## config.mk

```make
export PLATFORM = sky130hd
export DESIGN_NAME = writeback_queue
export DESIGN_NICKNAME = d
export VERILOG_FILES = /design/src/rtl/writeback_queue_pkg.sv /design/src/rtl/writeback_queue_match.sv /design/src/rtl/writeback_queue.sv
export SDC_FILE = /design/constraint.sdc
export NUM_CORES = 1
export LEC_CHECK = 0
export CORE_MARGIN = 2
export CORE_UTILIZATION = 50
export CTS_CLUSTER_DIAMETER = 60
export DETAILED_ROUTE_END_ITERATION = 6
export HOLD_SLACK_MARGIN = 0.06
export PLACE_DENSITY = 0.81
export SYNTH_ARGS = -nofsm -noshare
export SYNTH_HDL_FRONTEND = slang
export SYNTH_SLANG_ARGS = --single-unit
```

## constraint.sdc

```tcl
create_clock -name i_CLK -period 3.4 [get_ports i_CLK]
set_clock_uncertainty 0.05 [all_clocks]
set_input_delay 0.68 -clock i_CLK [delete_from_list [all_inputs] [get_ports i_CLK]]
set_output_delay 0.68 -clock i_CLK [all_outputs]
set_load 0.005 [all_outputs]
```

## src/rtl/writeback_queue_pkg.sv

```systemverilog
// Shared defaults and types for the writeback queue and its bypass matcher.
package writeback_queue_pkg;
  localparam int unsigned WBQ_DATA_WIDTH    = 32;
  localparam int unsigned WBQ_NUM_REGISTERS = 32;
  localparam int unsigned WBQ_AW            = $clog2(WBQ_NUM_REGISTERS);
  localparam logic [WBQ_AW-1:0] WBQ_REG_ZERO = '0;

  typedef struct packed {
    logic [WBQ_AW-1:0]         addr;
    logic [WBQ_DATA_WIDTH-1:0] data;
  } wbq_entry_t;
endpackage

```

## src/rtl/writeback_queue_match.sv

```systemverilog
// Priority matcher: finds the newest occupied queue entry whose address equals ra.
// Register zero never matches.
module writeback_queue_match
  import writeback_queue_pkg::*;
#(
  parameter int DW    = 32,
  parameter int AW    = 5,
  parameter int DEPTH = 4,
  localparam int PW   = $clog2(DEPTH)
) (
  input  logic [DEPTH-1:0][AW-1:0] entry_addr,
  input  logic [DEPTH-1:0][DW-1:0] entry_data,
  input  logic [DEPTH-1:0]         valid_mask,
  input  logic [PW-1:0]            head,
  input  logic [AW-1:0]            ra,
  output logic                     hit,
  output logic [DW-1:0]            data
);

  logic [PW-1:0] idx_s;

  // Walk oldest to newest so the last match (closest to tail) wins.
  always_comb begin
    hit   = 1'b0;
    data  = '0;
    idx_s = '0;
    for (int i = 0; i < DEPTH; i++) begin
      idx_s = head + PW'(i);
      if (valid_mask[idx_s] && (entry_addr[idx_s] == ra) && (ra != AW'(WBQ_REG_ZERO))) begin
        hit  = 1'b1;
        data = entry_data[idx_s];
      end
    end
  end

endmodule

```

## src/rtl/writeback_queue.sv

```systemverilog
// Register-file writeback queue with per-read-port bypass lookup.
// Bypass matchers are built only when WRITEBACK_QUEUE_BYPASS_EN is defined.
module writeback_queue
  import writeback_queue_pkg::*;
#(
  parameter int DATA_WIDTH    = WBQ_DATA_WIDTH,
  parameter int NUM_REGISTERS = WBQ_NUM_REGISTERS,
  parameter int DEPTH         = 4,
  localparam int AW           = $clog2(NUM_REGISTERS),
  localparam int PW           = $clog2(DEPTH)
) (
  input  logic                  i_CLK,
  input  logic                  i_RST,
  input  logic                  i_VALID,
  output logic                  o_READY,
  input  logic [AW-1:0]         i_WA,
  input  logic [DATA_WIDTH-1:0] i_D,
  input  logic                  i_STALL,
  output logic                  o_WE,
  output logic [AW-1:0]         o_WA,
  output logic [DATA_WIDTH-1:0] o_D,
  input  logic [AW-1:0]         i_RA0,
  input  logic [AW-1:0]         i_RA1,
  output logic                  o_HIT0,
  output logic                  o_HIT1,
  output logic [DATA_WIDTH-1:0] o_BD0,
  output logic [DATA_WIDTH-1:0] o_BD1,
  output logic [PW:0]           o_COUNT
);

  logic [DEPTH-1:0][AW-1:0]         addr_q, addr_d;
  logic [DEPTH-1:0][DATA_WIDTH-1:0] data_q, data_d;
  logic [PW-1:0]                    head_q, head_d, tail_q, tail_d;
  logic [PW:0]                      count_q, count_d;
  logic                             ready_s, push_s, pop_s, nonempty_s;
  logic [DEPTH-1:0]                 valid_mask_s;
  logic [PW-1:0]                    off_s;

  // Handshake, drain and next-state; zero-address results are acknowledged but dropped.
  always_comb begin
    nonempty_s = (count_q != '0);
    ready_s    = (count_q != (PW+1)'(DEPTH));
    pop_s      = nonempty_s && !i_STALL && i_RST;
    push_s     = i_VALID && ready_s && (i_WA != AW'(WBQ_REG_ZERO));
    addr_d     = addr_q;
    data_d     = data_q;
    head_d     = head_q;
    tail_d     = tail_q;
    if (push_s) begin
      addr_d[tail_q] = i_WA;
      data_d[tail_q] = i_D;
      tail_d         = tail_q + PW'(1);
    end else begin
      tail_d = tail_q;
    end
    if (pop_s) begin
      head_d = head_q + PW'(1);
    end else begin
      head_d = head_q;
    end
    count_d = count_q + (PW+1)'(push_s) - (PW+1)'(pop_s);
  end

  // Occupancy mask: slot j is live when its distance from head is below count.
  always_comb begin
    valid_mask_s = '0;
    off_s        = '0;
    for (int j = 0; j < DEPTH; j++) begin
      off_s           = PW'(j) - head_q;
      valid_mask_s[j] = ({1'b0, off_s} < count_q);
    end
  end

  // Pointer and occupancy state with synchronous active-low reset.
  always_ff @(posedge i_CLK) begin
    if (!i_RST) begin
      head_q  <= '0;
      tail_q  <= '0;
      count_q <= '0;
    end else begin
      head_q  <= head_d;
      tail_q  <= tail_d;
      count_q <= count_d;
    end
  end

  // Entry storage needs no reset: only slots covered by count are ever observed.
  always_ff @(posedge i_CLK) begin
    addr_q <= addr_d;
    data_q <= data_d;
  end

  assign o_READY = ready_s;
  assign o_COUNT = count_q;
  assign o_WE    = pop_s;
  assign o_WA    = nonempty_s ? addr_q[head_q] : '0;
  assign o_D     = nonempty_s ? data_q[head_q] : '0;

`ifdef WRITEBACK_QUEUE_BYPASS_EN
  writeback_queue_match #(.DW(DATA_WIDTH), .AW(AW), .DEPTH(DEPTH)) u_match0 (
    .entry_addr(addr_q), .entry_data(data_q), .valid_mask(valid_mask_s),
    .head(head_q), .ra(i_RA0), .hit(o_HIT0), .data(o_BD0)
  );
  writeback_queue_match #(.DW(DATA_WIDTH), .AW(AW), .DEPTH(DEPTH)) u_match1 (
    .entry_addr(addr_q), .entry_data(data_q), .valid_mask(valid_mask_s),
    .head(head_q), .ra(i_RA1), .hit(o_HIT1), .data(o_BD1)
  );
`else
  logic unused_s;
  assign unused_s = ^{valid_mask_s, i_RA0, i_RA1};
  assign o_HIT0   = 1'b0;
  assign o_HIT1   = 1'b0;
  assign o_BD0    = '0;
  assign o_BD1    = '0;
`endif

endmodule

```

==> metrics.md <==
| Metric | Value |
|---|---|
| Final hold vios | 0 |
| Worst EP arrival | 2300 ps |
| Synth Area in Simple Gates | 5.44% |
| Xor-xnor portion of the synthesized cell area | 0.268% |
| DP HPWL | 6530 um |
| Die width | 118 um |
| Syn Area/Cell | 18.7 sq um |
| Achievable clock frequency | 331 MHz |
| Largest net degree at the start of global routing | 38 |
| Final Non-Filler Cells | 624 |
| Startpoint class of the critical path | register |
| N_diodes | 0 |
| Post-Syn Area | 6530 sq um |
| Synth-to-Final Area Change | 21.0% |
| Number of global-route vias before repair | 3258 |
| EDFF count, synth | 148 |
| Top-count cell post-synth | edfxtp_1 |
| Final setup violating endpoints | 0 |
| CP Capture Type | primary output |
| PwrDens | 753 nW/um^2 |
| Lkg Pwr | 2.68 nW |
| Cts hold-fix bufs | 0 |
| Die H | 118 um |
| Cts repair resizes | 0 |
| ANT nets after route | 0 |
| Initial antenna violation count | 0 |
| WL/cell | 17.5 um |
| Status | finished, final reports clean |
| Synth Area in Adders | 1.46% |
| First-pass GRT wire length | 17100 um |
| Placed Cells | 597 |
| Io pins | 159 |
| Htree depth | 4 |
| Max-Cap Viols | 0 |
| Crit-path max FO | 21 |
| Vias per inst | 4.90 |
| Compound-Gate Fraction of Synth Area | 0.460% |
| Via count | 3058 |
| Setup Buffers After CTS | 0 |
| CTS Sinks | 155 |
| Tmin final | 3030 ps |
| Gate Count Post-Synth | 349 |
| CTS Buf Count | 17 |
| Row count | 41 |
| Post-route cell area | 7900 sq um |
| Overall Power | 5.95 mW |
| Worst Tran Pin Value | 1050 ps |
| Core Area | 12700 sq um |
| Total global-route track usage | 16.3% |
| Post-synthesis mux area share | 13.2% |
| Total grt overflow | 0 |
| Register area share after synthesis | 70.2% |
| Share of cells above drive strength 1 | 17.5% |
| Port Buffers | 82 |
| Worst-path clk slew | 50 ps |
| Ys Warns | 0 |
| Final TNS setup | 0 ps |
| Min-delay worst type | register to register |
| Synth area leader | edfxtp_1 |
| Synth cell types | 27 |
| Final Max Tran Viols | 0 |
| Top cells by count, synth | edfxtp_1 (148), buf_4 (69), mux4_2 (37) |
| Top cells by area, synth | edfxtp_1 (68%), mux4_2 (13%), buf_4 (7.9%) |
| RSZ-0062 raised after global routing | no |
| Worst-Skew Late Latency | 400 ps |
| Period utilisation layout | 89.0% |
| Clock root cell | clkbuf_16 |
| Main synth FF type | edfxtp_1 |
| PnR worst setup slack | 375 ps |
| Clock Path Buffers | 2 |
| Drt total wl | 10900 um |
| Peak supply drop | 0.436 mV |
| # DRC | 0 |
| Final core occ | 62.4% |
| Pre-antenna DRT Iters | 4 |
| Dpl cell area | 7320 sq um |
| Setup CP Type | register to primary output |
| Slew margin rel. | 29.7% |
| Asr flop ratio synth | 0% |
| Nets | 502 |
| DP Worst Slack | 49.7 ps |
| Hold WS | 472 ps |
| Main combinational cell family by area after synthesis | multiplexers |
| Post-synthesis register bit count | 155 |
| Synth top area share | 68.0% |
| CTS tree | built |
| Die area | 14000 sq um |
| Final GP Congestion | 0.717 |
| Required time of the critical path | 2670 ps |
| Iter 0 DRT Violations | 185 |
| Initial Utilization | 51.5% |
[routing by layer]
metal	GRT usage (%)	vias up	routed length (um)
met4	5.80	0	37
li1	-	1381	-
met3	5.07	2	827
met5	0	-	0
met1	19.9	1527	4540
met2	27.5	148	5510
[kinds of logic after synthesis]
family | count (synthesis)
and+or+nand+nor | 56
AOI/OAI and AO/OA | 3
other | 1
adders and majority gates | 7
xor gates and xnor gates | 2
buffers and inverters | 85
DFF | 155
muxes | 40
[registers in the layout, indices dropped and copies added (netlist names)]
name,cells
head_q,2
addr_q,20
data_q,128
o_COUNT,3
tail_q,2
[layout by cell type (no fill, tap or decap)]
cell type,n
edfxtp_1,148
clkdlybuf4s50_1,82
conb_1,66
mux4_2,37
nor2b_1,32
clkbuf_16,17
buf_4,8
inv_1,6
ha_1,6
and2b_1,5
nand2_1,5
dfxtp_1,5
and2_2,4
bufinv_16,4
mux2i_1,3
and2_1,3
clkinv_1,3
clkinvlp_4,3
nor3b_1,2
dfxtp_2,2
nor3_2,1
or4_4,1
or3b_2,1
o211a_4,1
o21ai_0,1
or3_1,1
a21boi_0,1
nand2b_1,1
xor2_1,1
xnor2_1,1
fa_1,1
[cell type report]
type                       instances  area [sq um]
clock inverter                    10           154
timing repair buffer              90           881
inverter                           6          22.5
fill                             886          4770
tap                              172           215
multi-input combinational        174          1620
sequential                       155          4590
clock buffer                      17           425
[report_power, final]
part           switching, mW  total, mW  internal (mW)
clock                  0.658       1.86           1.20
combinational          0.733       1.71          0.978
sequential            0.0664       2.38           2.31
[final timing paths]
kind,endpoint,cells past startpoint,start,slack (ps)
max,o_D[8],4,head_q[0],370
min,tail_q[0],2,tail_q[0],470
max reg2reg,o_COUNT[2],10,o_COUNT[2],940
min reg2reg,tail_q[0],2,tail_q[0],470
[worst max-delay path, cell delays in order (launching register included)]
cell and delay [ps]:
dfxtp_2 320, buf_4 380, mux4_2 560, nor2b_1 150, clkdlybuf4s50_1 450
Power figures use the tool's default switching activity.
